## src/rtl/ssd_scan_ctrl.sv

```systemverilog
// Time-multiplexed scan controller for a 4-digit common-anode seven-segment display.
// Each digit gets a fixed slot of SCAN_DIV cycles. The first BLANK_CYCLES of every slot
// keep all anodes dark to suppress ghosting. Inputs are captured once per frame.
module ssd_scan_ctrl #(
    parameter int unsigned SCAN_DIV     = 100000,
    parameter int unsigned BLANK_CYCLES = 1000
) (
    input  logic       clk,
    input  logic       rst,
    input  logic       en,
    input  logic [3:0] digit1,
    input  logic [3:0] digit2,
    input  logic [3:0] digit3,
    input  logic [3:0] digit4,
    input  logic [3:0] dp_en,
    input  logic       lz_blank,
    output logic [7:0] seg_cat,
    output logic [3:0] seg_an,
    output logic       frame_tick
);

    localparam int unsigned CNT_W = $clog2(SCAN_DIV);
    localparam logic [CNT_W-1:0] CNT_LAST = CNT_W'(SCAN_DIV - 1);
    localparam logic [CNT_W-1:0] CNT_SHOW = CNT_W'(BLANK_CYCLES);
    localparam logic [CNT_W-1:0] CNT_ONE  = CNT_W'(1);

    typedef enum logic [1:0] {
        ST_OFF   = 2'd0,
        ST_BLANK = 2'd1,
        ST_SHOW  = 2'd2
    } state_t;

    state_t            state_q, state_d;
    logic [1:0]        idx_q, idx_d;
    logic [CNT_W-1:0]  cnt_q, cnt_d;
    logic [3:0][3:0]   sh_digit_q, sh_digit_d;
    logic [3:0]        sh_dp_q, sh_dp_d;
    logic              sh_lz_q, sh_lz_d;
    logic [7:0]        seg_cat_q, seg_cat_d;
    logic [3:0]        seg_an_q, seg_an_d;
    logic              frame_tick_q, frame_tick_d;
    logic [3:0]        suppress_c;
    logic              capture_c;

    // BCD to active-low {g,f,e,d,c,b,a}; non-BCD values render as a dash.
    function automatic logic [6:0] decode7(input logic [3:0] v);
        logic [6:0] s;
        case (v)
            4'd0:    s = 7'h40;
            4'd1:    s = 7'h79;
            4'd2:    s = 7'h24;
            4'd3:    s = 7'h30;
            4'd4:    s = 7'h19;
            4'd5:    s = 7'h12;
            4'd6:    s = 7'h02;
            4'd7:    s = 7'h78;
            4'd8:    s = 7'h00;
            4'd9:    s = 7'h10;
            default: s = 7'h3F;
        endcase
        return s;
    endfunction

    // Leading-zero suppression mask from the frame shadow; the rightmost digit always shows.
    always_comb begin
        suppress_c    = 4'b0000;
        suppress_c[3] = sh_lz_q && (sh_digit_q[3] == 4'd0);
        suppress_c[2] = suppress_c[3] && (sh_digit_q[2] == 4'd0);
        suppress_c[1] = suppress_c[2] && (sh_digit_q[1] == 4'd0);
    end

    // Next-state, shadow capture and next registered outputs.
    always_comb begin
        state_d      = state_q;
        idx_d        = idx_q;
        cnt_d        = cnt_q;
        sh_digit_d   = sh_digit_q;
        sh_dp_d      = sh_dp_q;
        sh_lz_d      = sh_lz_q;
        capture_c    = 1'b0;
        seg_an_d     = 4'hF;
        seg_cat_d    = 8'hFF;
        frame_tick_d = 1'b0;

        if (!en) begin
            state_d = ST_OFF;
            idx_d   = 2'd0;
            cnt_d   = '0;
        end else begin
            case (state_q)
                ST_OFF: begin
                    state_d   = ST_BLANK;
                    idx_d     = 2'd0;
                    cnt_d     = '0;
                    capture_c = 1'b1;
                end
                ST_BLANK: begin
                    cnt_d = cnt_q + CNT_ONE;
                    if (cnt_q + CNT_ONE == CNT_SHOW) begin
                        state_d = ST_SHOW;
                    end
                end
                ST_SHOW: begin
                    if (cnt_q == CNT_LAST) begin
                        state_d   = ST_BLANK;
                        idx_d     = idx_q + 2'd1;
                        cnt_d     = '0;
                        capture_c = (idx_q == 2'd3);
                    end else begin
                        cnt_d = cnt_q + CNT_ONE;
                    end
                end
                default: begin
                    state_d = ST_OFF;
                    idx_d   = 2'd0;
                    cnt_d   = '0;
                end
            endcase
        end

        // Frame boundary: latch everything the next frame will display.
        if (capture_c) begin
            sh_digit_d = {digit4, digit3, digit2, digit1};
            sh_dp_d    = dp_en;
            sh_lz_d    = lz_blank;
        end

        // Outputs follow the state/idx/cnt being loaded on this edge. Shadows never
        // change on an edge that enters SHOW, so the current shadow is the right one.
        if (state_d == ST_SHOW && !suppress_c[idx_d]) begin
            seg_an_d  = ~(4'b0001 << idx_d);
            seg_cat_d = {~sh_dp_q[idx_d], decode7(sh_digit_q[idx_d])};
        end
        frame_tick_d = (state_d == ST_SHOW) && (idx_d == 2'd3) && (cnt_d == CNT_LAST);
    end

    // State, shadow and output registers with asynchronous reset.
    always_ff @(posedge clk or posedge rst) begin
        if (rst) begin
            state_q      <= ST_OFF;
            idx_q        <= 2'd0;
            cnt_q        <= '0;
            sh_digit_q   <= '0;
            sh_dp_q      <= 4'h0;
            sh_lz_q      <= 1'b0;
            seg_cat_q    <= 8'hFF;
            seg_an_q     <= 4'hF;
            frame_tick_q <= 1'b0;
        end else begin
            state_q      <= state_d;
            idx_q        <= idx_d;
            cnt_q        <= cnt_d;
            sh_digit_q   <= sh_digit_d;
            sh_dp_q      <= sh_dp_d;
            sh_lz_q      <= sh_lz_d;
            seg_cat_q    <= seg_cat_d;
            seg_an_q     <= seg_an_d;
            frame_tick_q <= frame_tick_d;
        end
    end

    assign seg_cat    = seg_cat_q;
    assign seg_an     = seg_an_q;
    assign frame_tick = frame_tick_q;

endmodule

```

## config.mk

```make
export PLATFORM = sky130hd
export DESIGN_NAME = ssd_scan_ctrl
export DESIGN_NICKNAME = d
export VERILOG_FILES = /design/src/rtl/ssd_scan_ctrl.sv
export SDC_FILE = /design/constraint.sdc
export NUM_CORES = 1
export LEC_CHECK = 0
export CORE_ASPECT_RATIO = 0.9
export CORE_MARGIN = 4
export CORE_UTILIZATION = 41
export CTS_CLUSTER_SIZE = 14
export DETAILED_ROUTE_END_ITERATION = 8
export PLACE_DENSITY = 0.65
export SYNTH_ARGS = -nofsm -noshare
export SYNTH_HDL_FRONTEND = slang
export SYNTH_SLANG_ARGS = --single-unit
export TNS_END_PERCENT = 10
```

## constraint.sdc

```tcl
create_clock -name clk -period 3.6 [get_ports clk]
set_clock_uncertainty 0.1 [all_clocks]
set_input_delay 0.72 -clock clk [delete_from_list [all_inputs] [get_ports clk]]
set_output_delay 0.72 -clock clk [all_outputs]
set_load 0.02 [all_outputs]
```

==> PnR_summary.wiki, run 1 <==
{| class="wikitable"
! Metric !! Value
|-
| Diodes inserted || 0
|-
| Series of cell instances along the critical path || ha_1, nand4b_2, nor4_4, a2bb2oi_2, buf_4, o221ai_1, mux2_2, ha_1, mux2_4, o32a_1
|-
| Count of mapped cells out of synthesis || 332
|-
| Final net count || 403
|-
| Biggest area consumer among synthesized cells || sky130_fd_sc_hd__dfrtp_1
|-
| Count of final hold-check violations || 0
|-
| Routed wire length per instance || ~16 um
|-
| Worst Max-Slew Pin Slew || 1.02 ns
|-
| Antenna Nets Post-Route || 0
|-
| Worst reg2reg path endpoint || seg_cat[0]
|-
| Total clock buffers created by CTS || 5
|-
| Beginning of the critical path || cnt_q[0]
|-
| Synth Register Bits || 55
|-
| Final count of pins violating max slew || 0
|-
| Largest cells by area after synthesis || sky130_fd_sc_hd__dfrtp_1, sky130_fd_sc_hd__dfstp_2, sky130_fd_sc_hd__mux2_2, sky130_fd_sc_hd__ha_1, sky130_fd_sc_hd__xnor2_1
|-
| Final clock period utilization by the worst path || 0.916
|-
| Required time of the critical path || approximately 3.8 ns
|-
| Level count of the clock H-tree || 2
|-
| Initial core utilization || 0.420
|-
| Syn nets || 367
|-
| Hold Slack || 0.421 ns
|-
| Number of maximum-capacitance constraint violations || 0
|-
| Relative max-transition margin || 0.320
|-
| Capturing element type of the critical path || flip-flop
|-
| Leading cell type in the layout, fill and taps excluded || sky130_fd_sc_hd__dfrtp_1
|-
| DRC Markers || 0
|-
| Status || finished, final reports clean
|-
| Element type at the critical path start || flip-flop
|-
| Vias per std cell || between 5 and 6
|-
| Number of enable-type register cells in the synthesized netlist || 0
|-
| Fraction of layout instances using a drive strength above 1 || 0.209
|-
| Root cell of the clock tree || sky130_fd_sc_hd__clkbuf_8
|-
| Die ar. || ~9800 sq um
|-
| Global placer's final weighted congestion || between 0.9 and 1
|-
| Drt first-iter violations || slightly below 200
|-
| Number of warning messages in the yosys log || 0
|-
| Static leakage || approximately 0.0015 uW
|-
| P per Cell Area || between 300 and 400 nW/um^2
|-
| Layout overhead on the synthesized area || 16.3%
|-
| Maximum clock rate || slightly above 300 MHz
|-
| Arrival time reported for the critical path endpoint || between 3 and 4 ns
|-
| Half-perimeter wire length after detailed placement || about 5700 um
|-
| Yosys cell types || between 60 and 70
|-
| Highest fanout seen on the critical path || 7
|-
| Port Buffers || 36
|-
| Global-route congestion overflow total || 0
|-
| Post-CTS Hold Buffers || 0
|-
| Pin count of the biggest net entering global routing || 24
|-
| Top cell by count, worst path || sky130_fd_sc_hd__ha_1
|-
| Maximum count of clock buffers along a single path || 2
|-
| Global-route wire length before repair || between 10000 and 15000 um
|-
| Sequential standard cell area || 1390 sq um
|-
| Tot GR Track Use || 0.162
|-
| Area used by multi-input combinational logic || roughly 1800 sq um
|-
| TritonCTS clock tree || built
|-
| Setup bufs post-CTS || 0
|-
| Initial antenna violation count || 0
|-
| Area share of the leading cell type in the synthesized netlist || 0.317
|-
| Worst reg2reg setup slack || around 0.30 ns
|-
| Time the worst path needs with I/O delays and setup || 3.30 ns
|-
| Clock-pin transition on the worst setup and hold timing paths || between 0.1 and 0.15 ns
|-
| Ports || 37
|-
| Crit-path max cell delay || 0.50 ns
|-
| Post-cts resize count || 0
|-
| Worst r2r path cells || 10
|-
| DRT Pass-1 Iters || 4
|-
| Worst Path Class, Setup || reg -> reg
|-
| Dominant register cell in the synthesized netlist || sky130_fd_sc_hd__dfrtp_1
|-
| Final setup violating endpoints || 0
|-
| End point of the critical path || seg_cat[0]
|-
| Core Footprint || 8070 sq um
|-
| Die Span Y || between 90 and 100 um
|-
| Total wire length after detailed routing || 7640 um
|-
| Critical-path cell with the highest stage delay || sky130_fd_sc_hd__nor4_4
|-
| Netlist area before placement || approximately 3400 sq um
|-
| Clk sink count || 55
|-
| Mean area per synthesized cell || 10.2 sq um
|-
| Number of vias in the routed layout || approximately 2700
|-
| Post-route setup TNS || 0 ns
|-
| Unrepaired setup endpoints after global routing || no
|-
| FF-to-FF Start || cnt_q[0]
|-
| Worst-skew pair later-pin latency || roughly 0.31 ns
|-
| Fraction of registers with async set or reset after synthesis || 1.00
|-
| Largest vdd supply drop || around 0.17 mV
|-
| Part of the Yosys area used for sequential elements || 0.410
|-
| Horiz. Die Dim || ~100 um
|-
| Path class of the lowest-slack min-delay path || reg -> reg
|-
| Via count of the first global-routing pass || around 2600
|-
| Row count || 31
|-
| Most frequent cells in the layout || sky130_fd_sc_hd__dfrtp_1, sky130_fd_sc_hd__clkdlybuf4s50_1, sky130_fd_sc_hd__nand2_1
|-
| FILL cells || 772
|}
sequential cells by signal (all words and copies together), names as in the netlist:
name,flops
seg_cat,8
state_q,2
seg_an,4
frame_tick,1
sh_digit_q,16
sh_dp_q,4
idx_q,2
sh_lz_q,1
cnt_q,17
report_power, final:
part / leakage (uW) / switching [uW] / total, uW / internal (uW)
clock network: 0.0000495 / 215 / 358 / 143
registers: 0.000678 / 40.8 / 697 / 656
logic: 0.000816 / 82.4 / 181 / 98.8
worst max-delay path, delay by kind of cell, from the launching register on:
kind | cells | cell delay (ns)
AOI/OAI and AO/OA | 3 | 0.55
adders and majority gates | 2 | 0.51
muxes | 2 | 0.63
DFF | 1 | 0.45
and+or+nand+nor | 2 | 0.82
buffers and inverters | 1 | 0.17
how the worst min path moves through the flow:
stage                  startpoint             to  slack (ns)  depth (start not counted)
floorplan           sh_digit_q[0]  sh_digit_q[0]        0.38                          1
global placement          sh_lz_q        sh_lz_q        0.40                          1
detailed placement        sh_lz_q        sh_lz_q        0.40                          1
CTS                       sh_lz_q        sh_lz_q        0.43                          1
global route              sh_lz_q        sh_lz_q        0.45                          1
finish                    sh_lz_q        sh_lz_q        0.42                          1
cells by family after synthesis:
logic type	after synthesis	share of synthesized area
flip-flops	55	0.410
multiplexers	29	0.100
AND/OR/NAND/NOR	133	0.231
XOR/XNOR	16	0.0413
adder cells (fa/ha/maj)	12	0.0436
AO/OA/AOI/OAI	53	0.120
buffers and inverters	34	0.0535
cell usage after synthesis, types with 4 or more instances:
cell type	instances
sky130_fd_sc_hd__ha_1	11
sky130_fd_sc_hd__nand3_1	22
sky130_fd_sc_hd__dfstp_2	12
sky130_fd_sc_hd__and2_1	4
sky130_fd_sc_hd__dfrtp_1	43
sky130_fd_sc_hd__mux2_2	22
sky130_fd_sc_hd__mux2i_1	4
sky130_fd_sc_hd__o21ai_0	10
sky130_fd_sc_hd__nand4_1	8
sky130_fd_sc_hd__a21oi_1	7
sky130_fd_sc_hd__nor4_1	7
sky130_fd_sc_hd__clkbuf_1	5
sky130_fd_sc_hd__xnor2_1	13
sky130_fd_sc_hd__buf_2	8
sky130_fd_sc_hd__and3_1	8
sky130_fd_sc_hd__nand2_1	26
sky130_fd_sc_hd__nor3_1	11
sky130_fd_sc_hd__o221ai_1	6
sky130_fd_sc_hd__nor2_1	23
sky130_fd_sc_hd__inv_1	12
metrics by stage:
step | total power [uW] | utilization | area (sq um) | instances | setup WS [ns]
finish | 1240 | 0.489 | 3940 | 468 | 0.303
floorplan | 819 | - | 3390 | 332 | 0.589
global route | 1300 | 0.489 | 3940 | 468 | 0.0529
detailed placement | 890 | 0.477 | 3850 | 460 | 0.222
CTS | 1260 | 0.489 | 3940 | 468 | 0.329
global placement | 886 | 0.477 | 3850 | 460 | 0.359
routing by layer:
layer | part of all wire | vias up | global-route usage
met5 | 0 | - | 0
met4 | 0.0089 | 0 | 0.0410
met3 | 0.054 | 4 | 0.0296
met2 | 0.45 | 78 | 0.242
met1 | 0.48 | 1288 | 0.240
li1 | - | 1288 | -
cell type report:
cell class                 instances  area share
timing repair buffer              48       0.114
sequential                        55       0.353
clock buffer                       5      0.0175
clock inverter                     3     0.00603
multi-input combinational        243       0.462
inverter                          15      0.0162
tap                               99      0.0314
Note: power is estimated with default switching activity, not from simulation.
==> run 2, diff against run 1 <==
--- a/config.mk
+++ b/config.mk
@@ -11,6 +11,7 @@
 export CTS_CLUSTER_SIZE = 14
 export DETAILED_ROUTE_END_ITERATION = 8
 export PLACE_DENSITY = 0.65
+export REMOVE_ABC_BUFFERS = 1
 export SYNTH_ARGS = -nofsm -noshare
 export SYNTH_HDL_FRONTEND = slang
 export SYNTH_SLANG_ARGS = --single-unit
==> PnR_summary.wiki, run 2 (synthesized netlist as in run 1, its figures left out) <==
{| class="wikitable"
! Metric !! Value
|-
| Status || finished, final reports clean (unchanged)
|-
| Series of cell instances along the critical path || ha_1, nand4b_2, nor4_4, a2bb2oi_2, o21a_4, inv_4, nand2_1, a32o_1, inv_1, ha_1, mux2_4, o32a_1 (was ha_1, nand4b_2, nor4_4, a2bb2oi_2, buf_4, o221ai_1, mux2_2, ha_1, mux2_4, o32a_1)
|-
| Count of final hold-check violations || 0 (unchanged)
|-
| Largest register FFs || 17 (unchanged)
|-
| Half-perimeter wire length after detailed placement || 5590 um (was 5730 um)
|-
| Via count of the first global-routing pass || 2509 (was 2575)
|-
| Post-CTS Hold Buffers || 0 (unchanged)
|-
| Die ar. || 9790 sq um (unchanged)
|-
| Die Span Y || 94.3 um (unchanged)
|-
| Clk sink count || 55 (unchanged)
|-
| Drt first-iter violations || 178 (was 195)
|-
| Setup bufs post-CTS || 0 (unchanged)
|-
| Maximum count of clock buffers along a single path || 2 (unchanged)
|-
| Global-route congestion overflow total || 0 (unchanged)
|-
| Level count of the clock H-tree || 2 (unchanged)
|-
| Layout overhead on the synthesized area || 16.4% (was 16.3%)
|-
| Core Footprint || 8070 sq um (unchanged)
|-
| TritonCTS clock tree || built (unchanged)
|-
| Initial antenna violation count || 0 (unchanged)
|-
| Final clock period utilization by the worst path || 0.925 (was 0.916)
|-
| Most frequent cells in the layout || sky130_fd_sc_hd__dfrtp_1, sky130_fd_sc_hd__clkdlybuf4s50_1, sky130_fd_sc_hd__nand2_1 (unchanged)
|-
| Post-cts resize count || 0 (unchanged)
|-
| Worst-skew pair later-pin latency || 0.31 ns (about the same)
|-
| Total clock buffers created by CTS || 5 (unchanged)
|-
| Row count || 31 (unchanged)
|-
| Tot GR Track Use || 0.160 (was 0.162)
|-
| Element type at the critical path start || flip-flop (unchanged)
|-
| Global placer's final weighted congestion || 0.869 (was 0.946)
|-
| P per Cell Area || 310 nW/um^2 (was 314 nW/um^2)
|-
| Final count of pins violating max slew || 0 (unchanged)
|-
| Vias per std cell || 5.72 (was 5.68)
|-
| Layout Cell Area excl Fill || 3940 sq um (about the same)
|-
| Static leakage || 0.00154 uW (about the same)
|-
| Worst Path Class, Setup || reg -> reg (unchanged)
|-
| Diodes inserted || 0 (unchanged)
|-
| Time the worst path needs with I/O delays and setup || 3.33 ns (was 3.30 ns)
|-
| Ports || 37 (unchanged)
|-
| Post-route setup TNS || 0 ns (unchanged)
|-
| Pin count of the biggest net entering global routing || 49 (was 24)
|-
| Largest vdd supply drop || 0.191 mV (was 0.175 mV)
|-
| Worst Max-Slew Pin Slew || 1.06 ns (was 1.02 ns)
|-
| Capturing element type of the critical path || flip-flop (unchanged)
|-
| Horiz. Die Dim || 104 um (unchanged)
|-
| Hold Slack || 0.426 ns (was 0.421 ns)
|-
| Root cell of the clock tree || sky130_fd_sc_hd__clkbuf_8 (unchanged)
|-
| Clock-pin transition on the worst setup and hold timing paths || 0.10 ns (was 0.11 ns)
|-
| Maximum clock rate || 300 MHz (was 303 MHz)
|-
| Initial core utilization || 0.420 (unchanged)
|-
| DRC Markers || 0 (unchanged)
|-
| Largest delay contributor family on the critical path || simple AND/OR/NAND/NOR gates (unchanged)
|-
| Global-route wire length before repair || 12900 um (was 13000 um)
|-
| Relative max-transition margin || 0.296 (was 0.320)
|-
| Crit-path max cell delay || 0.53 ns (was 0.50 ns)
|-
| Register name with the most flops || cnt_q (unchanged)
|-
| Fraction of layout instances using a drive strength above 1 || 0.209 (unchanged)
|-
| DRT Pass-1 Iters || 5 (was 4)
|-
| Final net count || 403 (unchanged)
|-
| Port Buffers || 36 (unchanged)
|-
| Number of maximum-capacitance constraint violations || 0 (unchanged)
|-
| Leading cell type in the layout, fill and taps excluded || sky130_fd_sc_hd__dfrtp_1 (unchanged)
|-
| Critical-path cell with the highest stage delay || sky130_fd_sc_hd__nor4_4 (unchanged)
|-
| Path class of the lowest-slack min-delay path || reg -> reg (unchanged)
|-
| Arrival time reported for the critical path endpoint || 3.47 ns (was 3.44 ns)
|-
| Total wire length after detailed routing || 7540 um (was 7640 um)
|-
| Routed wire length per instance || 16.1 um (was 16.3 um)
|-
| Unrepaired setup endpoints after global routing || no (unchanged)
|-
| Top cell by count, worst path || sky130_fd_sc_hd__ha_1 (unchanged)
|-
| Post-place instance area || 3850 sq um (unchanged)
|-
| Number of vias in the routed layout || 2679 (was 2658)
|-
| Required time of the critical path || 3.74 ns (was 3.75 ns)
|-
| Count of buffer and inverter cells on the critical path || 2 (was 1)
|-
| Final setup violating endpoints || 0 (unchanged)
|-
| Antenna Nets Post-Route || 0 (unchanged)
|-
| Highest fanout seen on the critical path || 8 (was 7)
|}
## run 2: final cells by class
class                      instances  area, sq um
multi-input combinational        243         1820
sequential                        55         1390
clock buffer                       5         68.8
clock inverter                     3         25.0
timing repair buffer              48          450
tap                               99          124
inverter                          15         63.8
fill                             750         4120
## run 2: through the flow
step / setup WS [ns] / instances / utilization / power [uW]
floorplan: 0.279 / 313 / - / 819
global placement: 0.358 / 460 / 0.477 / 885
detailed placement: 0.246 / 460 / 0.477 / 888
CTS: 0.309 / 468 / 0.489 / 1240
global route: 0.0521 / 468 / 0.489 / 1290
finish: 0.269 / 468 / 0.489 / 1220
## run 2: worst paths after layout
check	slack (ns)	startpoint	to	depth (start not counted)
setup / recovery	0.27	cnt_q[0]	seg_cat[0]	12
hold / removal	0.43	sh_dp_q[1]	sh_dp_q[1]	1
setup reg to reg	0.27	cnt_q[0]	seg_cat[0]	12
hold reg to reg	0.43	sh_dp_q[1]	sh_dp_q[1]	1
max in group asynchronous	1.78	rst	seg_cat[3]	3
min in group asynchronous	0.84	rst	cnt_q[15]	2
## run 2: power by group
part           switching [uW]  total, uW  internal, uW
sequential               38.9        695           656
combinational            82.5        181          98.5
clock                     207        346           140
total                     328       1220           895
## run 2: routing by layer
layer | global-route usage | vias up | share of wire
li1 | - | 1287 | -
met1 | 0.242 | 1319 | 0.50
met2 | 0.238 | 66 | 0.45
met3 | 0.0261 | 7 | 0.039
met4 | 0.0343 | 0 | 0.010
met5 | 0 | - | 0
